==> config.mk <==
export PLATFORM = sky130hd
export DESIGN_NAME = arith_accum_unit_flat
export DESIGN_NICKNAME = d
export VERILOG_FILES = /design/src/rtl/arith_accum_pkg.sv /design/src/rtl/arith_accum_if.sv /design/src/rtl/arith_accum_alu.sv /design/src/rtl/arith_accum_unit.sv /design/src/flat_wrapper.sv
export SDC_FILE = /design/constraint.sdc
export NUM_CORES = 1
export LEC_CHECK = 0
export ABC_AREA = 1
export BUFFER_PORTS_ARGS = -buffer_cell sky130_fd_sc_hd__buf_2
export CORE_ASPECT_RATIO = 1.2
export CORE_MARGIN = 1
export CORE_UTILIZATION = 50
export DETAILED_ROUTE_END_ITERATION = 8
export PLACE_DENSITY_LB_ADDON = 0.15
export REMOVE_ABC_BUFFERS = 1
export SLEW_MARGIN = 20
export SYNTH_ARGS = -nofsm -noshare
export SYNTH_HDL_FRONTEND = slang
export SYNTH_SLANG_ARGS = --single-unit
==> constraint.sdc <==
create_clock -name clk -period 3.29 [get_ports clk]
set_input_delay 0 -clock clk [delete_from_list [all_inputs] [get_ports clk]]
set_output_delay 0 -clock clk [all_outputs]
set_load 0.01 [all_outputs]
==> src/rtl/arith_accum_pkg.sv <==
// arith_accum_pkg: mode encoding and default widths shared by the arithmetic accumulator block
package arith_accum_pkg;
    typedef enum logic [1:0] {
        MODE_ADD    = 2'd0,
        MODE_SUB    = 2'd1,
        MODE_SATADD = 2'd2,
        MODE_ACC    = 2'd3
    } mode_t;

    localparam int DEF_WIDTH     = 8;
    localparam int DEF_ACC_WIDTH = 16;
    localparam int DEF_CNT_WIDTH = 8;
endpackage

==> src/rtl/arith_accum_if.sv <==
// arith_accum_if: operand/result valid-ready bus between a producer (master) and the unit (slave)
interface arith_accum_if import arith_accum_pkg::*; #(
    parameter int WIDTH     = DEF_WIDTH,
    parameter int ACC_WIDTH = DEF_ACC_WIDTH
);
    logic                 in_valid;
    logic                 in_ready;
    logic [WIDTH-1:0]     a;
    logic [WIDTH-1:0]     b;
    mode_t                mode;
    logic                 out_valid;
    logic                 out_ready;
    logic [ACC_WIDTH-1:0] result;
    logic                 ovf;

    modport master (
        output in_valid, a, b, mode, out_ready,
        input  in_ready, out_valid, result, ovf
    );
    modport slave (
        input  in_valid, a, b, mode, out_ready,
        output in_ready, out_valid, result, ovf
    );
endinterface

==> src/rtl/arith_accum_alu.sv <==
// arith_accum_alu: combinational add/sub/saturating-add/accumulate datapath with overflow detect
module arith_accum_alu import arith_accum_pkg::*; #(
    parameter int WIDTH     = DEF_WIDTH,
    parameter int ACC_WIDTH = DEF_ACC_WIDTH
) (
    input  logic [WIDTH-1:0]     i_a,
    input  logic [WIDTH-1:0]     i_b,
    input  mode_t                i_mode,
    input  logic [ACC_WIDTH-1:0] i_acc,
    output logic [ACC_WIDTH-1:0] o_result,
    output logic                 o_ovf
);
    logic [WIDTH:0]       w_sum;
    logic [ACC_WIDTH:0]   w_acc_sum;
    logic [ACC_WIDTH-1:0] w_sub;
    logic [ACC_WIDTH-1:0] w_sat;

    assign w_sum     = {1'b0, i_a} + {1'b0, i_b};
    assign w_acc_sum = {1'b0, i_acc} + (ACC_WIDTH+1)'(w_sum);
    assign w_sub     = ACC_WIDTH'(i_a) - ACC_WIDTH'(i_b);
    // carry out of the operand width is exactly the saturation condition
    assign w_sat     = w_sum[WIDTH] ? ACC_WIDTH'({WIDTH{1'b1}}) : ACC_WIDTH'(w_sum);

    always_comb begin
        o_result = i_mode == MODE_ADD    ? ACC_WIDTH'(w_sum) :
                   i_mode == MODE_SUB    ? w_sub :
                   i_mode == MODE_SATADD ? w_sat : w_acc_sum[ACC_WIDTH-1:0];
        o_ovf    = i_mode == MODE_SUB    ? (i_a < i_b) :
                   i_mode == MODE_SATADD ? w_sum[WIDTH] :
                   i_mode == MODE_ACC    ? w_acc_sum[ACC_WIDTH] : 1'b0;
    end
endmodule

==> src/rtl/arith_accum_unit.sv <==
// arith_accum_unit: registered arithmetic unit with valid/ready backpressure, accumulator,
// sticky overflow and transaction counter
module arith_accum_unit import arith_accum_pkg::*; #(
    parameter int WIDTH     = DEF_WIDTH,
    parameter int ACC_WIDTH = DEF_ACC_WIDTH,
    parameter int CNT_WIDTH = DEF_CNT_WIDTH
) (
    input  logic                 clk,
    input  logic                 rst_n,
    input  logic                 i_clr_acc,
    output logic                 o_sticky_ovf,
    output logic [CNT_WIDTH-1:0] o_op_count,
    arith_accum_if.slave         bus
);
    if (ACC_WIDTH < WIDTH + 1) begin : g_bad_width
        $error("arith_accum_unit: ACC_WIDTH must be at least WIDTH+1");
    end

    logic [ACC_WIDTH-1:0] r_acc;
    logic [ACC_WIDTH-1:0] r_result;
    logic                 r_ovf;
    logic                 r_out_valid;
    logic                 r_sticky;
    logic [CNT_WIDTH-1:0] r_op_count;
    logic                 w_accept;
    logic [ACC_WIDTH-1:0] w_acc_cur;
    logic [ACC_WIDTH-1:0] w_alu_result;
    logic                 w_alu_ovf;

    assign bus.in_ready  = !r_out_valid || bus.out_ready;
    assign w_accept      = bus.in_valid && bus.in_ready;
    // a clear in the same cycle as an ACC accept makes that accept start from zero
    assign w_acc_cur     = i_clr_acc ? '0 : r_acc;
    assign bus.out_valid = r_out_valid;
    assign bus.result    = r_result;
    assign bus.ovf       = r_ovf;
    assign o_sticky_ovf  = r_sticky;
    assign o_op_count    = r_op_count;

    arith_accum_alu #(.WIDTH(WIDTH), .ACC_WIDTH(ACC_WIDTH)) u_alu (
        .i_a      (bus.a),
        .i_b      (bus.b),
        .i_mode   (bus.mode),
        .i_acc    (w_acc_cur),
        .o_result (w_alu_result),
        .o_ovf    (w_alu_ovf)
    );

    always_ff @(posedge clk) begin
        if (!rst_n) begin
            r_acc       <= '0;
            r_result    <= '0;
            r_ovf       <= 1'b0;
            r_out_valid <= 1'b0;
            r_sticky    <= 1'b0;
            r_op_count  <= '0;
        end else begin
            if (w_accept) begin
                r_result   <= w_alu_result;
                r_ovf      <= w_alu_ovf;
                r_op_count <= r_op_count + CNT_WIDTH'(1);
            end
            if (w_accept && bus.mode == MODE_ACC) r_acc <= w_alu_result;
            else if (i_clr_acc) r_acc <= '0;
            r_out_valid <= w_accept || (r_out_valid && !bus.out_ready);
            // a new overflow wins over a simultaneous clear
            r_sticky    <= (w_accept && w_alu_ovf) || (r_sticky && !i_clr_acc);
        end
    end
endmodule

==> src/flat_wrapper.sv <==
// flat-port wrapper written by rule: the top's interface ports become plain ports
module arith_accum_unit_flat import arith_accum_pkg::*;
#(
    parameter int WIDTH     = DEF_WIDTH,
    parameter int ACC_WIDTH = DEF_ACC_WIDTH,
    parameter int CNT_WIDTH = DEF_CNT_WIDTH
)
  (clk, rst_n, i_clr_acc, o_sticky_ovf, o_op_count, bus_in_valid, bus_a, bus_b, bus_mode, bus_out_ready, bus_in_ready, bus_out_valid, bus_result, bus_ovf);
  arith_accum_if #(.WIDTH(WIDTH), .ACC_WIDTH(ACC_WIDTH)) bus_i ();
  input  logic clk;
  input  logic rst_n;
  input  logic i_clr_acc;
  output logic o_sticky_ovf;
  output logic [CNT_WIDTH-1:0] o_op_count;
  input wire logic [$bits(bus_i.in_valid)-1:0] bus_in_valid;
  input wire logic [$bits(bus_i.a)-1:0] bus_a;
  input wire logic [$bits(bus_i.b)-1:0] bus_b;
  input wire logic [$bits(bus_i.mode)-1:0] bus_mode;
  input wire logic [$bits(bus_i.out_ready)-1:0] bus_out_ready;
  output wire logic [$bits(bus_i.in_ready)-1:0] bus_in_ready;
  output wire logic [$bits(bus_i.out_valid)-1:0] bus_out_valid;
  output wire logic [$bits(bus_i.result)-1:0] bus_result;
  output wire logic [$bits(bus_i.ovf)-1:0] bus_ovf;
  assign bus_i.in_valid = bus_in_valid;
  assign bus_i.a = bus_a;
  assign bus_i.b = bus_b;
  assign bus_i.mode = bus_mode;
  assign bus_i.out_ready = bus_out_ready;
  assign bus_in_ready = bus_i.in_ready;
  assign bus_out_valid = bus_i.out_valid;
  assign bus_result = bus_i.result;
  assign bus_ovf = bus_i.ovf;
  arith_accum_unit #(.WIDTH(WIDTH), .ACC_WIDTH(ACC_WIDTH), .CNT_WIDTH(CNT_WIDTH)) u_core (.clk(clk), .rst_n(rst_n), .i_clr_acc(i_clr_acc), .o_sticky_ovf(o_sticky_ovf), .o_op_count(o_op_count), .bus(bus_i));
endmodule
==> results.cfg, run 1 <==
[synthesis]
synthTopCellsByArea = dfxtp_1 25%, nand2_1 16%, inv_1 12%
synth_top_family_by_area = simple AND/OR/NAND/NOR gates
async_flop_share_pct = 0
synthFlopType = dfxtp_1
synthMuxAreaShare_pct = 0
synthXorXnorAreaFrac_pct = 1.25
synth-simple-area-share_pct = 37.0
yosysTopAreaCell = dfxtp_1
synth_cell_types = 31
yosys.area.top_type_share_pct = 24.6
netlist_instances = 588
yosys_warnings = 0
synth-adder-area-share_pct = 11.0
synth_area_um2 = 3500
ys_ff_latch = 43
synth_edf_count = 0
yosysSeqAreaShare_pct = 24.6
synth_area_per_cell_um2 = 5.96
synth_compound_area_share_pct = 12.0

[die]
die_w_um = 78.4
rows = 33
start_util_pct = 51.4
dieArea_um2 = 7350
die_y_um = 93.7
pin_count = 51
core_area_um2 = 6810

[setup_path]
r2r_start = u_core.r_acc[0]
critPathLaunchType = input pin
critPathRequiredTime_ns = 3.49
endpoint_kind = flip-flop
ff2ff_path_depth = 16
r2r_end = u_core.bus.ovf
worstPathMaxFanout = 5
crit_type = in -> reg
worstPathArrival_ns = 2.67
reg2reg_slack_ns = 1.02

[sta]
finalSetupViolCount = 0
min_period_over_period_pct = 75.1
tns_ns = 0
timing.final.crit_period_ns = 2.47
final_hold_viol_count = 0
slew_headroom_pct = 49.1
rsz0062_at_grt = false
setup_ws_ns = 0.818
fmax_mhz = 405
slew_viol_final = 0
finClkSkew_ns = 0.00938
worstMarginPinSlew_ns = 0.763

[detailed_routing]
vias = 3766
detail_route.first_pass.iterations = 5
wl_um = 9310
drc = 0
drt_iter0_drc = 202
via_per_inst = 5.21
drtAntennaViolNets = 0
post_drt_wl_per_cell_um = 12.9

[place]
place_ws_ns = 0.548
placed_area_um2 = 3810
io_buffers = 50
gp_congestion = 0.956
hpwl_um = 7210

[cts]
cts.clk_slew.worst_paths_ns = 0.09
cts_hold_buffers = 2
clock_sinks = 43
postCtsSetupBuffers = 0
cts_buffers = 5
cts_tree = built
cts_resized = 0
htree_levels = 2
clock-root-buffer = clkbuf_8
clkLatencyLatePin_ns = 0.30
cts_buffer_depth = 2

[run_status]
outcome = complete, no violations

[global_route]
first_global_vias = 3497
grt_use_total_pct = 26.7
grt_pass1_wl_um = 15500
grt.overflow.total = 0
antenna_found_initial = 0
grt_max_degree = 24

[min_path]
hold_depth = 3
hold_start = rst_n
min_path_type = in -> reg
hold_end = u_core.r_acc[3]

[job]
cap_violations = 0

[finish]
area_growth_pct = 12.5
drive_above_1_share_pct = 11.5
antenna_cells = 0
postLayoutCoreUtil_pct = 57.9
stdcell_area_um2 = 3940
nets = 687

[power_and_ir_drop]
power_mw = 1.42
ir_drop_mv = 0.186
p_leak_nw = 2.26
p_per_area_nw_per_um2 = 359
## through the flow
stage / hold slack, ns / cells
floorplan: 0.134 / 574
global placement: 0.258 / 713
detailed placement: 0.265 / 713
CTS: 0.131 / 723
global route: 0.149 / 723
finish: 0.120 / 723
## cells in the final DEF (no fill, tap or decap), types with 3 or more instances in the layout
master and n:
nand2_1 150, inv_1 109, nand3_1 60, nor2_1 59, buf_2 50, dfxtp_1 43, a21oi_1 42, o21ai_0 34
ha_1 26, nand4_1 10, nor3_1 6, xor2_1 5, clkbuf_8 5, inv_2 4, nand2_2 4, o211ai_1 3
fa_1 3
## cell type report
type                       count  area (um2)
timing repair buffer          54         285
tap                           87         109
fill                         732        2870
multi-input combinational    417        2150
inverter                     114         428
sequential                    43         861
clock buffer                   5        68.8
clock inverter                 3        43.8
## worst max-delay path, cell delays in order
cell,delay [ns]
buf_2,0.09
ha_1,0.19
inv_1,0.06
fa_1,0.39
inv_1,0.09
nand4_1,0.14
nand3_1,0.13
nand2_1,0.06
nand2_1,0.09
inv_1,0.05
ha_1,0.35
nand2_1,0.14
inv_1,0.05
a21oi_1,0.20
nand2_1,0.15
nand2_1,0.10
nand3b_1,0.07
nand3_1,0.11
nand3_1,0.09
nand2_1,0.07
inv_1,0.03
## sequential cells by signal, summed over array words and instances, names as in the netlist
| name | flops |
|---|---|
| u_core.bus.out_valid | 1 |
| u_core.bus.ovf | 1 |
| u_core.bus.result | 16 |
| u_core.o_op_count | 8 |
| u_core.o_sticky_ovf | 1 |
| u_core.r_acc | 16 |
## worst max-delay path by stage
stage                         from                     to  slack [ns]  depth (start not counted)
after floorplan           bus_b[0]       u_core.r_acc[15]        1.02                         20
after global placement    bus_b[0]   u_core.bus.result[7]        0.57                         19
after detailed placement  bus_b[0]   u_core.bus.result[7]        0.55                         19
after CTS                 bus_b[0]  u_core.bus.result[11]        0.87                         21
after global routing      bus_b[0]       u_core.r_acc[15]        0.62                         21
final                     bus_b[0]  u_core.bus.result[11]        0.82                         21
## report_power, final
part | switching [mW] | internal (mW)
clock network | 0.196 | 0.226
logic | 0.283 | 0.148
registers | 0.0138 | 0.549
total | 0.493 | 0.923
## metal layers
metal	vias up	wire, um	global-route usage, %
li1	1949	-	-
met1	1691	3940	30.4
met2	101	4670	49.6
met3	25	401	2.82
met4	0	295	12.0
met5	-	0	0
## cells by family after synthesis
kind of cell,Yosys count
and+or+nand+nor,301
buffers and inverters,128
AOI/OAI and AO/OA,82
DFF,43
adders and majority gates,29
xor gates and xnor gates,5
## Yosys cell counts (2+ instances only)
cell type,instances
nand3_1,60
nand3b_1,2
nand2_1,150
nor2_1,59
o21ai_0,34
nand2_2,4
ha_1,26
inv_1,109
o211ai_1,3
nor3_1,6
inv_2,4
nor3b_1,2
clkbuf_1,6
xor2_1,5
buf_2,7
nand4_1,10
and2_1,2
dfxtp_1,43
fa_1,3
a21oi_1,42
Power figures use the tool's default switching activity.
==> inputs of run 2 (changes only) <==
clock period = 2.1 ns   (was 3.29 ns; I/O delays follow)
==> run 2 against run 1 <==
  * The flow now finishes with violations (setup timing)
  * Global-route usage is 0.87 points higher
  * Wire length rose by 13%
  * Power grew 70%
  * Clock power is 24% higher
  * Critical path type unchanged
  * Largest power group is now combinational cells
  * Highest routed layer unchanged
  * Largest cell class unchanged
  * Critical path depth shrank 1
==> results.cfg, run 2 (synthesized netlist as in run 1, its figures left out) <==
[power_and_ir_drop]
switchingPower_uw = 890
ir_drop_mv = 0.309
p_per_area_nw_per_um2 = 499
pwr-share-clk_pct = 21.8
power_frac_seq_pct = 36.6
switching_share_pct = 36.9
power_frac_comb_pct = 41.6
internal_power_mw = 1.52
power_mw = 2.41
p_leak_nw = 2.57

[cts]
cts.clk_slew.worst_paths_ns = 0.08
cts_buffers = 5
clock-root-buffer = clkbuf_8
cts_tree = built
clkLatencyLatePin_ns = 0.30
clock_sinks = 43
cts_buffer_depth = 2
htree_levels = 2

[sta]
min_period_over_period_pct = 103
finClkSkew_ns = 0.00867
worstMarginPinSlew_ns = 0.845
timing.final.crit_period_ns = 2.16
rsz0062_at_grt = true
slew_headroom_pct = 43.6
slew_viol_final = 0
setup_ws_ns = -0.0560
fmax_mhz = 464
finalSetupViolCount = 3
final_hold_viol_count = 0
tns_ns = -0.109

[global_route]
grt_use_total_pct = 27.6
grt_max_degree = 24
antenna_found_initial = 0
use_met1_pct = 31.2
grt_busiest_layer = met2
grt_pass1_wl_um = 16100
grt_util_met2_pct = 51.9
grt.overflow.total = 0
first_global_vias = 3669
grt_util_met3_pct = 3.11

[detailed_routing]
detail_route.first_pass.iterations = 7
wl_um = 10500
drt_iter0_drc = 259
via_per_inst = 5.31
post_drt_wl_per_cell_um = 13.5
drtAntennaViolNets = 0
vias = 4132
drc = 0

[run_status]
outcome = complete, but fails checks
violations = setup timing

[setup_path]
path_buf_inv = 4
r2r_start = u_core.r_acc[0]
slowest_stage = fa_2
critPathLaunchType = input pin
critPathRequiredTime_ns = 2.30
crit_chain = buf_8 -> ha_4 -> inv_2 -> fa_2 -> inv_2 -> nand4_1 -> nand3_1 -> nand2_1 -> nand2_2 -> inv_2 -> ha_4 -> nand2_4 -> nor2_2 -> nand2_1 -> nand2_2 -> nand2_2 -> nand3_2 -> nand4_1 -> nor2_1 -> nor2_1
worstPathArrival_ns = 2.35
cpLargestDelayFamily = simple AND/OR/NAND/NOR gates
reg2reg_slack_ns = 0.05
critical_path.max_stage_delay_ns = 0.35
endpoint_kind = flip-flop
worstPathMaxFanout = 4
crit_type = in -> reg
r2r_end = u_core.bus.result[6]
ff2ff_path_depth = 17

[die]
rows = 33
die_w_um = 78.4
dieArea_um2 = 7350
start_util_pct = 51.4
core_area_um2 = 6810
die_y_um = 93.7
pin_count = 51

[min_path]
hold_end = u_core.bus.out_valid
min_path_type = in -> reg
hold_start = bus_out_ready
hold_depth = 4

[place]
place_inst = 764
placed_area_um2 = 4190
gp_congestion = 0.924
io_buffers = 50
hpwl_um = 7700

[finish]
drive_above_1_share_pct = 33.7
antenna_cells = 0
mostFrequentLayoutCells = 119 x nand2_1, 97 x inv_1, 58 x buf_4, 48 x nor2_1, 48 x buf_2
layout_commonest_cell = nand2_1
final_cells = 778
nFillCells = 599
stdcell_area_um2 = 4820
postLayoutCoreUtil_pct = 70.8
area_growth_pct = 37.7
nets = 742

[job]
cap_violations = 0
-- run 2: layer usage --
metal / vias to the layer above / part of all wire (%)
li1: 2055 / -
met1: 1883 / 39
met2: 154 / 52
met3: 40 / 4.4
met4: 0 / 4.2
met5: - / 0
-- run 2: metrics by stage --
stage | worst slack [ns] | hold slack [ns]
floorplan | -0.171 | 0.134
global placement | -0.533 | 0.257
detailed placement | -0.541 | 0.269
CTS | 0.00118 | 0.0234
global route | -0.158 | 0.0768
finish | -0.0560 | 0.0234
-- run 2: worst max path at each step --
stage	startpoint	to	slack (ns)	cells past startpoint
2_1_floorplan	bus_b[0]	u_core.r_acc[15]	-0.17	20
3_3_place_gp	bus_b[0]	u_core.r_acc[11]	-0.53	21
3_5_place_dp	bus_b[0]	u_core.r_acc[11]	-0.54	21
4_1_cts	bus_b[0]	u_core.bus.result[7]	0.001	19
5_1_grt	bus_a[0]	u_core.bus.result[7]	-0.16	20
6_report	bus_a[0]	u_core.bus.result[7]	-0.06	20
-- run 2: final cells by class --
cell class,instances,area (um2),share of cell area (%)
tap,87,109,2.26
multi-input combinational,417,2630,54.5
timing repair buffer,109,712,14.8
sequential,43,861,17.8
clock buffer,6,72.6,1.50
inverter,114,430,8.92
clock inverter,2,12.5,0.259
-- run 2: worst min-delay path: stages --
cell	delay, ns
buf_2	0.07
inv_1	0.03
nand2_1	0.10
a21oi_1	0.07
-- run 2: power groups by stage --
stage / combinational [mW] / clock, mW / sequential (mW)
2_1_floorplan: 0.444 / 0 / 0.916
3_3_place_gp: 0.777 / 0 / 0.899
3_5_place_dp: 0.784 / 0 / 0.902
4_1_cts: 0.845 / 0.526 / 0.883
5_1_grt: 1.10 / 0.566 / 0.888
6_report: 1.00 / 0.526 / 0.882
-- run 2: repair_timing --
item,in CTS,in global routing
gates resized for setup,36,88
setup buffers,1,4
hold buffers,1,0
hold endpoints to repair,1,0
endpoints found under the setup margin,26,28
pin swaps,25,55
